## src/rtl/coherence_bus_arb_pkg.sv

```systemverilog
// Shared types and default sizing for the coherence bus arbiter.
package coherence_bus_arb_pkg;

    localparam int DEF_CPUS             = 4;
    localparam int DEF_BLOCK_SIZE_WORDS = 2;
    localparam int DEF_TIMEOUT          = 20;

    typedef enum logic [2:0] {
        IDLE  = 3'd0,
        GRANT = 3'd1,
        XFER  = 3'd2,
        DONE  = 3'd3,
        ERR   = 3'd4
    } arb_state_t;

    // Width of an index into n items; a single item still needs one bit.
    function automatic int idx_width(input int n);
        return (n > 1) ? $clog2(n) : 1;
    endfunction

endpackage

```

## src/rtl/rr_priority_picker.sv

```systemverilog
// Combinational round-robin picker: first set request at or after ptr,
// searching upward with wrap. Built as rotate, find-first, un-rotate so the
// same block can serve the snoop-response path.
module rr_priority_picker
    import coherence_bus_arb_pkg::*;
#(
    parameter int CPUS = DEF_CPUS,
    parameter int IDW  = idx_width(CPUS)
) (
    input  logic [CPUS-1:0] req,
    input  logic [IDW-1:0]  ptr,
    output logic            found,
    output logic [IDW-1:0]  idx
);

    logic [CPUS-1:0] rot;
    logic [IDW-1:0]  first;

    // (a + b) mod CPUS for operands already below CPUS.
    function automatic logic [IDW-1:0] add_mod(input logic [IDW-1:0] a,
                                               input logic [IDW-1:0] b);
        logic [IDW:0] sum;
        sum = {1'b0, a} + {1'b0, b};
        if (sum >= (IDW+1)'(CPUS)) begin
            sum = sum - (IDW+1)'(CPUS);
        end
        return sum[IDW-1:0];
    endfunction

    // Rotate so that the request at ptr lands in bit 0.
    genvar gi;
    generate
        for (gi = 0; gi < CPUS; gi++) begin : g_rot
            assign rot[gi] = req[add_mod(IDW'(gi), ptr)];
        end
    endgenerate

    // Lowest set bit of the rotated vector, then map back to a cache index.
    always_comb begin
        found = 1'b0;
        first = '0;
        for (int i = CPUS - 1; i >= 0; i--) begin
            if (rot[i]) begin
                found = 1'b1;
                first = IDW'(i);
            end
        end
        idx = add_mod(first, ptr);
    end

endmodule

```

## src/rtl/coherence_bus_arbiter.sv

```systemverilog
// Round-robin owner selection and block-transfer sequencing for the shared
// coherence bus. One owner at a time; the bus is released on the last L2
// word acknowledgement or when the inter-beat watchdog expires.
module coherence_bus_arbiter
    import coherence_bus_arb_pkg::*;
#(
    parameter int   CPUS             = DEF_CPUS,
    parameter int   BLOCK_SIZE_WORDS = DEF_BLOCK_SIZE_WORDS,
    parameter int   TIMEOUT          = DEF_TIMEOUT,
    localparam int  IDW              = idx_width(CPUS),
    localparam int  WW               = idx_width(BLOCK_SIZE_WORDS)
) (
    input  logic            CLK,
    input  logic            nRST,
    input  logic [CPUS-1:0] req,
    output logic [CPUS-1:0] grant,
    output logic [IDW-1:0]  owner,
    output logic            bus_start,
    input  logic            l2_ack,
    output logic [WW-1:0]   word_idx,
    output logic            xfer_done,
    output logic            timeout_err
);

    localparam int             WDW       = idx_width(TIMEOUT);
    localparam logic [WW-1:0]  LAST_WORD = WW'(BLOCK_SIZE_WORDS - 1);
    localparam logic [WDW-1:0] WDOG_LAST = WDW'(TIMEOUT - 1);
    localparam logic [IDW-1:0] LAST_CPU  = IDW'(CPUS - 1);

    arb_state_t      state_reg, state_next;
    logic [IDW-1:0]  owner_reg, owner_next;
    logic [IDW-1:0]  rr_ptr_reg, rr_ptr_next;
    logic [CPUS-1:0] grant_reg, grant_next;
    logic [WW-1:0]   word_cnt_reg, word_cnt_next;
    logic [WDW-1:0]  wdog_reg, wdog_next;
    logic            pick_found;
    logic [IDW-1:0]  pick_idx;

    rr_priority_picker #(
        .CPUS (CPUS),
        .IDW  (IDW)
    ) u_picker (
        .req   (req),
        .ptr   (rr_ptr_reg),
        .found (pick_found),
        .idx   (pick_idx)
    );

    // State and datapath registers; reset clears everything at once.
    always_ff @(posedge CLK or negedge nRST) begin
        if (!nRST) begin
            state_reg    <= IDLE;
            owner_reg    <= '0;
            rr_ptr_reg   <= '0;
            grant_reg    <= '0;
            word_cnt_reg <= '0;
            wdog_reg     <= '0;
        end else begin
            state_reg    <= state_next;
            owner_reg    <= owner_next;
            rr_ptr_reg   <= rr_ptr_next;
            grant_reg    <= grant_next;
            word_cnt_reg <= word_cnt_next;
            wdog_reg     <= wdog_next;
        end
    end

    // Next-state logic: arbitrate in IDLE, count beats and watchdog in XFER.
    always_comb begin
        state_next    = state_reg;
        owner_next    = owner_reg;
        rr_ptr_next   = rr_ptr_reg;
        grant_next    = grant_reg;
        word_cnt_next = word_cnt_reg;
        wdog_next     = wdog_reg;

        case (state_reg)
            IDLE: begin
                if (pick_found) begin
                    owner_next           = pick_idx;
                    grant_next           = '0;
                    grant_next[pick_idx] = 1'b1;
                    state_next           = GRANT;
                end
            end
            GRANT: begin
                word_cnt_next = '0;
                wdog_next     = '0;
                state_next    = XFER;
            end
            XFER: begin
                // An ack in the expiry cycle is a normal beat, so it is tested first.
                if (l2_ack) begin
                    wdog_next = '0;
                    if (word_cnt_reg == LAST_WORD) begin
                        word_cnt_next = '0;
                        state_next    = DONE;
                    end else begin
                        word_cnt_next = word_cnt_reg + WW'(1);
                    end
                end else if (wdog_reg == WDOG_LAST) begin
                    wdog_next     = '0;
                    word_cnt_next = '0;
                    state_next    = ERR;
                end else begin
                    wdog_next = wdog_reg + WDW'(1);
                end
            end
            DONE, ERR: begin
                // Start the next search just past the finishing owner.
                rr_ptr_next = (owner_reg == LAST_CPU) ? '0 : owner_reg + IDW'(1);
                grant_next  = '0;
                state_next  = IDLE;
            end
            default: begin
                grant_next = '0;
                state_next = IDLE;
            end
        endcase
    end

    assign grant       = grant_reg;
    assign owner       = owner_reg;
    assign word_idx    = word_cnt_reg;
    assign bus_start   = (state_reg == GRANT);
    assign xfer_done   = (state_reg == DONE);
    assign timeout_err = (state_reg == ERR);

endmodule

```

## config.mk

```make
export PLATFORM = sky130hd
export DESIGN_NAME = coherence_bus_arbiter
export DESIGN_NICKNAME = d
export VERILOG_FILES = /design/src/rtl/coherence_bus_arb_pkg.sv /design/src/rtl/rr_priority_picker.sv /design/src/rtl/coherence_bus_arbiter.sv
export SDC_FILE = /design/constraint.sdc
export NUM_CORES = 1
export LEC_CHECK = 0
export ABC_AREA = 1
export BUFFER_PORTS_ARGS = -buffer_cell sky130_fd_sc_hd__buf_2
export CAP_MARGIN = 20
export CORE_ASPECT_RATIO = 1.2
export CORE_MARGIN = 2
export CORE_UTILIZATION = 56
export CTS_BUF_LIST = sky130_fd_sc_hd__clkbuf_16
export DETAILED_ROUTE_END_ITERATION = 6
export HOLD_SLACK_MARGIN = 0.08
export PLACE_DENSITY = 0.84
export REMOVE_ABC_BUFFERS = 1
export SLEW_MARGIN = 20
export SYNTH_ARGS = -nofsm -noshare
export SYNTH_HDL_FRONTEND = slang
export SYNTH_SLANG_ARGS = --single-unit
export TNS_END_PERCENT = 100
```

## constraint.sdc

```tcl
create_clock -name CLK -period 2 [get_ports CLK]
set_input_delay 0.3 -clock CLK [delete_from_list [all_inputs] [get_ports CLK]]
set_output_delay 0.3 -clock CLK [all_outputs]
set_load 0.01 [all_outputs]
```

## Word level (Yosys, flattened, before mapping)

Index checks and enable logic that the tools add are counted.

| word-level totals | value |
|---|---|
| register bits after elaboration | 17 |
| input bits | 7 |
| output and inout port bits | 10 |
| word-level logic and storage cells | 86 |

| cells by class | value |
|---|---|
| $add $sub $neg | 12 |
| $lt $le $gt $ge | 11 |
| equality and inequality tests | 9 |
| muxes and demuxes | 38 |
| bitwise operators | 1 |
| reductions and logical operators | 9 |

Operators by type and width:

| cell | count |
|---|---|
| 2-bit two-way mux | 10 |
| 2-bit by 3-bit less-than comparator with 1-bit output, second input constant | 5 |
| 3-bit >= comparator, second input constant | 4 |
| 1-bit two-way mux | 12 |
| 3-bit two-way mux | 4 |
| 5-bit two-way mux | 2 |
| 5-bit case mux with 2 select lines | 1 |
| 2-bit by 1-bit subtractor with 2-bit output, second input constant | 5 |
| 3-bit case mux with 3 select lines | 1 |
| 1-bit binary-select mux with 2-bit select | 4 |
| 4-bit case mux with 2 select lines | 1 |
| 2-bit by 2-bit adder with 3-bit output, first input constant | 2 |
| 3-bit by 2-bit equality test with 1-bit output, second input constant | 2 |
| 3-bit inequality test, second input constant | 2 |
| 2-bit AND reduction | 3 |
| 5-bit by 1-bit adder with 5-bit output, second input constant | 1 |
| 5-bit equality test, second input constant | 1 |
| 4-bit two-way mux | 1 |
| 2-bit OR reduction | 2 |
| 1-bit by 2-bit adder with 3-bit output, first input constant | 1 |
| 2-bit by 2-bit adder with 3-bit output | 1 |
| 3-bit by 1-bit equality test with 1-bit output, second input constant | 1 |
| 3-bit equality test, second input constant | 1 |
| 2-bit by 3-bit >= comparator with 1-bit output, second input constant | 1 |
| 12 further kinds | 12 |

## Logic depth before layout (Yosys ltp)

Gate-level depths: netlist of run 1.

| logic depth | value |
|---|---|
| depth in word-level cells | 18 |
| mapped depth | 14 |
| depth with buffers taken out | 13 |

## Cells and area by module

A second synthesis of run 1 with hierarchy kept.

| second synthesis, totals | value |
|---|---|
| cells, all modules | 167 |
| area, all modules | 1,162.4 um^2 |

By module, submodules not included:

| module | times used | cells an instance | area each (um^2) | sequential area each (um^2) |
|---|---|---|---|---|
| coherence_bus_arbiter | 1 | 111 | 903.4 | 425.4 |
| rr_priority_picker | 1 | 56 | 259.0 | 0.0 |

## Worst setup path before layout of run 1

Ideal clock, no wire load.

| timing | value |
|---|---|
| path type | reg-to-reg |
| from | reg rr_ptr_reg[0] |
| to | reg grant_reg[2], in the netlist grant[2] |
| library setup time | 0.116 ns |
| arrival time | 1.626 ns |
| data required time | 1.884 ns |
| slack | 0.257 ns |
| cell stages (with the launch flop) | 15 |
| path buffers | 1 |
| period minus slack after synthesis | 1.743 ns |
| cells stage by stage | dfrtp_1 buf_6 inv_6 nand2_1 nand2_2 nand2_1 nand2_2 a21oi_1 nor2_1 ha_1 xor2_1 nand3b_1 nand2_2 nand2_1 nand2_1 |

| on the way | value |
|---|---|
| longest elaborated chain between the ends | 18 |
| elaborated cells between the ends (all ways) | 44 |
| those cells by class | add/sub (9); order compare (7); eq/ne (1); mux (25); reduce/logical (2) |

Ends and longest elaborated chain:

| what | RTL line | text |
|---|---|---|
| start: declaration | coherence_bus_arbiter.sv:32 | `logic [IDW-1:0] rr_ptr_reg, rr_ptr_next;` |
| start signal: assignment | coherence_bus_arbiter.sv:61 | `rr_ptr_reg <= rr_ptr_next;` |
| 2-bit by 2-bit adder with 3-bit output | rr_priority_picker.sv:23 | `sum = {1'b0, a} + {1'b0, b};` |
| 3-bit >= comparator / 2-bit by 1-bit subtractor with 2-bit output (equally long branches) | rr_priority_picker.sv:24, rr_priority_picker.sv:25 |  |
| 2-bit two-way mux | rr_priority_picker.sv:24 | `if (sum >= (IDW+1)'(CPUS)) begin` |
| 1-bit binary-select mux with 2-bit select | rr_priority_picker.sv:34 | `assign rot[gi] = req[add_mod(IDW'(gi), ptr)];` |
| 1-bit two-way mux (implied by the code) | rr_priority_picker.sv:34 |  |
| 2-bit two-way mux (4 in series) | rr_priority_picker.sv:43 | `if (rot[i]) begin` |
| 2-bit by 2-bit adder with 3-bit output | rr_priority_picker.sv:23 |  |
| 3-bit >= comparator / 2-bit by 1-bit subtractor with 2-bit output (equally long branches) | rr_priority_picker.sv:24, rr_priority_picker.sv:25 |  |
| 2-bit two-way mux | rr_priority_picker.sv:24 |  |
| 2-bit by 3-bit less-than comparator with 1-bit output (implied by the code) / 2-bit by 1-bit >= comparator with 1-bit output (equally long branches) | coherence_bus_arbiter.sv:82 | `grant_next[pick_idx] = 1'b1;` |
| 1-bit logical AND (implied by the code) | coherence_bus_arbiter.sv:82 |  |
| 1-bit two-way mux (implied by the code) | coherence_bus_arbiter.sv:82 |  |
| 1-bit demux with 2-bit select | coherence_bus_arbiter.sv:82 |  |
| 4-bit two-way mux | coherence_bus_arbiter.sv:79 | `if (pick_found) begin` |
| 4-bit case mux with 2 select lines | coherence_bus_arbiter.sv:77 | `case (state_reg)` |
| end signal: assignment | coherence_bus_arbiter.sv:62 | `grant_reg <= grant_next;` |
| end: declaration | coherence_bus_arbiter.sv:33 | `logic [CPUS-1:0] grant_reg, grant_next;` |

Parallel ways exist; a longest one is shown, timed or not. The select of a mux whose other input is x is not followed.
A chain may end at the register's enable or synchronous reset.

## Worst setup path in the final report of run 1

Ends and elaborated chain as after synthesis.

==> results of run 1 <==
cells in the mapped netlist:
| cell | n | area (um2) |
|---|---|---|
| nand2_1 | 50 | 187.7 |
| inv_1 | 19 | 71.32 |
| dfrtp_1 | 17 | 425.4 |
| nand2_2 | 15 | 93.84 |
| nand3_1 | 9 | 45.04 |
| nor2_1 | 7 | 26.28 |
| o21ai_0 | 5 | 25.02 |
| a21oi_1 | 3 | 15.01 |
| ha_1 | 3 | 37.54 |
| nand2_4 | 3 | 33.78 |
| xor2_1 | 3 | 26.28 |
| nand3b_1 | 2 | 15.01 |
| nor2_4 | 2 | 22.52 |
| nor3_1 | 2 | 10.01 |
| o22ai_1 | 2 | 12.51 |
| o31ai_1 | 2 | 15.01 |
| or2_2 | 2 | 12.51 |
| a22o_1 | 1 | 8.760 |
| buf_4 | 1 | 7.510 |
| buf_6 | 1 | 11.26 |
| inv_4 | 1 | 6.260 |
| inv_6 | 1 | 8.760 |
| nand3_2 | 1 | 10.01 |
| nand3_4 | 1 | 17.52 |
| nor2_2 | 1 | 6.260 |
| nor2_8 | 1 | 20.02 |
| o21ai_1 | 1 | 5.000 |
| o21ai_2 | 1 | 8.760 |
power breakdown:
part | switching, mW | internal [mW] | total [mW]
sequential | 0.125 | 0.461 | 0.587
clock | 0.128 | 0.267 | 0.396
combinational | 0.917 | 0.599 | 1.52
total | 1.17 | 1.33 | 2.50
per-stage QoR:
stage               cells  TNS (ps)
floorplan             155         0
global placement      193         0
detailed placement    193         0
CTS                   198         0
global route          204    -18.34
finish                204         0
cell families (layout without fill, tap and decap cells):
family / after synthesis / count (layout) / synth area share [%]
AO/OA/AOI/OAI: 15 / 15 / 7.602
adder cells (fa/ha/maj): 3 / 3 / 3.168
XOR/XNOR: 3 / 3 / 2.218
flip-flops: 17 / 17 / 35.90
buffers and inverters: 23 / 50 / 8.871
AND/OR/NAND/NOR: 96 / 96 / 42.24
critical path, delay by kind of cell, from the launching register on:
| kind | cells | cell delay (ps) |
|---|---|---|
| AO/OA/AOI/OAI | 1 | 110 |
| buffers and inverters | 1 | 140 |
| flip-flops | 1 | 460 |
| adder cells (fa/ha/maj) | 1 | 160 |
| XOR/XNOR | 1 | 170 |
| AND/OR/NAND/NOR | 9 | 730 |
area by class of cell:
| type | count | area, um2 | share of cell area (%) |
|---|---|---|---|
| multi-input combinational | 117 | 668.1 | 46.39 |
| sequential | 17 | 426.7 | 29.63 |
| timing repair buffer | 25 | 153.9 | 10.69 |
| inverter | 21 | 86.33 | 5.995 |
| clock buffer | 3 | 75.07 | 5.213 |
| tap | 20 | 25.02 | 1.738 |
| clock inverter | 1 | 5.005 | 0.3475 |
layer usage:
| layer | vias to the layer above | global-route usage (%) |
|---|---|---|
| met3 | 5 | 2.970 |
| met5 | - | 0 |
| met2 | 18 | 41.67 |
| met1 | 526 | 24.90 |
| li1 | 546 | - |
| met4 | 0 | 10.00 |
worst paths after layout:
check	from	to	slack, ps	depth (start not counted)
worst max-delay path	rr_ptr_reg[0]	grant[2]	120	13
worst min-delay path	l2_ack	state_reg[0]	360	3
worst max register to register	rr_ptr_reg[0]	grant[2]	120	13
worst min register to register	grant[0]	grant[0]	490	2
max in group asynchronous	nRST	rr_ptr_reg[0]	1200	2
min in group asynchronous	nRST	wdog_reg[2]	500	2
timing repair:
item                                    in CTS  in global routing
endpoints found under the setup margin       0                  5
buffers inserted                             0                  6
endpoints found under the hold margin       17                  0
gates resized for setup                      0                  9
hold buffers                                 1                  0
==> results.sh, run 1 <==
export IMPL_fill_cells=173
export IMPL_grt_pass1_wl_mm=4.002
export IMPL_m1WireLength_mm=1.013
export IMPL_drv_cap=0
export IMPL_totalWireLength_mm=2.538
export IMPL_grt_max_degree=18
export IMPL_syn_area_mm2=0.001185
export IMPL_crit_chain="buf_6 -> nand2_1 -> nand2_2 -> nand2_1 -> nand2_2 -> a21oi_2 -> nor2_1 -> ha_2 -> xor2_1 -> nand3b_1 -> nand2_2 -> nand2_1 -> nand2_1"
export IMPL_route_detailed_drc=0
export IMPL_tritoncts="built"
export IMPL_p_leak_nw=0.8102
export IMPL_path_clk_slew_ps=50
export IMPL_synth_seq_area_share_pct=35.90
export IMPL_ant_nets=0
export IMPL_cp_required_ps=2140
export IMPL_finalWeightedCongestion=0.8244
export IMPL_outcome="completed"
export IMPL_setup_worst_path_end_class="register"
export IMPL_syn_inst=157
export IMPL_critPathMaxStageDelay_ps=460
export IMPL_finalClockSkew_ps=5.427
export IMPL_dpl_worst_slack_ps=11.65
export IMPL_powerDensity_mw_per_mm2=1735
export IMPL_fin_crit_sh_pct=94.20
export IMPL_crit_arrival_ps=2020
export IMPL_hold_slack_ps=359.4
export IMPL_final_common_cell="nand2_1"
export IMPL_first_pass_iters=5
export IMPL_postSynthAreaPerCell_um2=7.547
export IMPL_htreeDepth=1
export IMPL_drive_above_1_share_pct=34.24
export IMPL_ys_warn_count=0
export IMPL_largest_reg_flops=5
export IMPL_drt_iter0_markers=17
export IMPL_rows=18
export IMPL_worst_pin_slew_ps=634.8
export IMPL_core_area_mm2=0.002027
export IMPL_die_y_um=54.39
export IMPL_track_usage_pct=22.49
export IMPL_wl_met3_um=53
export IMPL_finalMaxSlewViolations=0
export IMPL_cpMostUsedCell="nand2_1"
export IMPL_portBuffers=16
export IMPL_nets=195
export IMPL_cp_max_fo=6
export IMPL_yosys_register_bits=17
export IMPL_wl_met2_mm=1.428
export IMPL_slew_headroom_pct=57.35
export IMPL_place_area_mm2=0.001286
export IMPL_grt_pass1_vias=1001
export IMPL_power_mw=2.498
export IMPL_grt_antenna_before_repair=0
export IMPL_setup_viol=0
export IMPL_root_buffer="clkbuf_16"
export IMPL_hold_viol_final=0
export IMPL_fmax_ghz=0.5308
export IMPL_overflow=0
export IMPL_maxUsedRoutingLayer="met4"
export IMPL_min_path_type="input port to register"
export IMPL_viasPerCell=5.368
export IMPL_dieArea_mm2=0.002501
export IMPL_fin_ws_ps=115.9
export IMPL_clock_latency_ps=250
export IMPL_layout_min_cycle_time_ps=1884
export IMPL_syn_to_final_growth_pct=21.54
export IMPL_final_design_area_no_fill_mm2=0.001440
export IMPL_antenna_cells=0
export IMPL_wire_per_inst_um=12.44
export IMPL_via_count=1095
export IMPL_ir_worst_vdd_v=0.001027
export IMPL_cts_buffers_inserted=3
export IMPL_fin_util_pct=71.05
export IMPL_dp_hpwl_mm=1.904
export IMPL_io_pins=17
export IMPL_start_util_pct=58.46
export IMPL_critPathSlowestCell="dfrtp_2"
export IMPL_synthDistinctLibCells=28
export IMPL_die_width_um=45.99
export IMPL_layout_common_cells="nand2_1, inv_1, nand2_2"
export IMPL_worstSetupPathType="register to register"
export IMPL_clock_path_buffers=2
export IMPL_worstSetupStartpointType="register"
export IMPL_clock_sinks=17
(Power assumes the default switching activity.)
==> run 2, diff against run 1 <==
Settings changed: REMOVE_ABC_BUFFERS 1 to unset.
==> run 2 against run 1 <==
Via count is 0.64% lower. Cell count is 0.49% lower. Maximum frequency fell by 1.4%. Count of clock-buffer cells in the layout did not move. Global-route usage shrank 0.053 points. Worst setup slack lost 26 ps. Largest power group unchanged.
==> results.sh, run 2 (synthesis gave the netlist of run 1 again) <==
export IMPL_first_pass_iters=4
export IMPL_io_pins=17
export IMPL_setup_worst_path_end_class="register"
export IMPL_drv_cap=0
export IMPL_final_design_area_no_fill_mm2=0.001459
export IMPL_grt_max_degree=18
export IMPL_ir_worst_vdd_v=0.0009328
export IMPL_wl_met3_um=45
export IMPL_p_leak_nw=0.8073
export IMPL_worstSetupPathType="register to register"
export IMPL_dp_hpwl_mm=1.865
export IMPL_root_buffer="clkbuf_16"
export IMPL_wire_per_inst_um=13.18
export IMPL_rows=18
export IMPL_layout_common_cells="nand2_1, nand2_2, inv_1"
export IMPL_cp_required_ps=2140
export IMPL_critPathMaxStageDelay_ps=480
export IMPL_via_count=1088
export IMPL_worstSetupStartpointType="register"
export IMPL_rsz0062_at_grt="true"
export IMPL_syn_to_final_growth_pct=23.13
export IMPL_grt_pass1_vias=999
export IMPL_cpMostUsedCell="nand2_1"
export IMPL_worst_pin_slew_ps=649.8
export IMPL_clock_sinks=17
export IMPL_largest_reg_flops=5
export IMPL_crit_arrival_ps=2050
export IMPL_ant_nets=0
export IMPL_cp_max_fo=7
export IMPL_route_detailed_drc=0
export IMPL_syn_num_nets=167
export IMPL_setup_tns_ps=0
export IMPL_die_width_um=45.99
export IMPL_slew_headroom_pct=56.34
export IMPL_overflow=0
export IMPL_path_clk_slew_ps=50
export IMPL_grt_pass1_wl_mm=4.043
export IMPL_m1WireLength_mm=1.097
export IMPL_viasPerCell=5.360
export IMPL_fin_crit_sh_pct=95.51
export IMPL_hold_viol_final=0
export IMPL_layout_min_cycle_time_ps=1910
export IMPL_outcome="completed"
export IMPL_finalClockSkew_ps=2.295
export IMPL_hold_slack_ps=373.6
export IMPL_track_usage_pct=22.44
export IMPL_fin_ws_ps=89.85
export IMPL_drt_iter0_markers=15
export IMPL_start_util_pct=58.46
export IMPL_final_common_cell="nand2_1"
export IMPL_powerDensity_mw_per_mm2=1744
export IMPL_clock_latency_ps=250
export IMPL_crit_chain="buf_6 -> nand2_1 -> nand3_1 -> nand2_2 -> a21oi_2 -> nor2_1 -> ha_2 -> xor2_2 -> nand3b_1 -> nand2_2 -> nand2_1 -> nand2_1"
export IMPL_critPathSlowestCell="dfrtp_2"
export IMPL_portBuffers=16
export IMPL_htreeDepth=1
export IMPL_core_area_mm2=0.002027
export IMPL_maxUsedRoutingLayer="met4"
export IMPL_cts_buffers_inserted=3
export IMPL_totalWireLength_mm=2.676
export IMPL_grt_antenna_before_repair=0
export IMPL_clock_path_buffers=2
export IMPL_fill_cells=161
export IMPL_setup_viol=0
export IMPL_tritoncts="built"
export IMPL_fin_util_pct=71.98
export IMPL_finalMaxSlewViolations=0
export IMPL_die_y_um=54.39
export IMPL_dieArea_mm2=0.002501
export IMPL_fmax_ghz=0.5235
export IMPL_wl_met2_mm=1.501
export IMPL_finalWeightedCongestion=0.8687
export IMPL_min_path_type="input port to register"
export IMPL_antenna_cells=0
export IMPL_place_area_mm2=0.001279
export IMPL_drive_above_1_share_pct=37.16
export IMPL_dpl_worst_slack_ps=8.241
export IMPL_nets=194
-- run 2: metal layers --
metal | track usage (%) | vias to the layer above
met3 | 3.300 | 5
met5 | 0 | -
met2 | 40.97 | 14
met1 | 26.00 | 524
met4 | 8.095 | 0
li1 | - | 545
-- run 2: worst paths after layout --
kind,startpoint,end,slack (ps),depth (start not counted)
setup / recovery,rr_ptr_reg[0],grant[2],90,12
hold / removal,l2_ack,state_reg[0],370,3
setup reg to reg,rr_ptr_reg[0],grant[2],90,12
hold reg to reg,grant[2],grant[2],480,2
max in group asynchronous,nRST,rr_ptr_reg[1],1180,2
min in group asynchronous,nRST,grant[3],510,2
-- run 2: layout make-up --
type	instances	area [um2]	area share, %
clock inverters	1	5.005	0.3431
flip-flops and latches	17	427.9	29.33
repair inverters	1	5.005	0.3431
clock buffers	3	75.07	5.146
well taps	20	25.02	1.715
repair buffers	23	142.6	9.777
inverters	21	86.33	5.918
multi-input cells	117	691.9	47.43
-- run 2: worst max-delay path, delay by kind of cell (launching register included) --
kind / cells / cell delay (ps)
AO/OA/AOI/OAI: 1 / 50
adder cells (fa/ha/maj): 1 / 200
XOR/XNOR: 1 / 150
buffers and inverters: 1 / 150
flip-flops: 1 / 480
AND/OR/NAND/NOR: 8 / 770
-- run 2: power by group --
part,internal (mW),switching (mW)
Combinational,0.591,0.945
Sequential,0.463,0.145
Clock,0.268,0.133
-- run 2: per-stage QoR --
step | instances | power, mW
after floorplan | 157 | 1.658
after global placement | 192 | 1.864
after detailed placement | 192 | 1.917
after CTS | 197 | 2.329
after global routing | 203 | 2.759
final | 203 | 2.544
-- run 2: repair_timing --
action	in CTS	in global routing
endpoints found under the hold margin	17	0
setup endpoints to repair	1	5
pin swaps	0	9
gates cloned	0	1
hold buffers	1	0
setup buffers	0	5
resized for setup	1	17
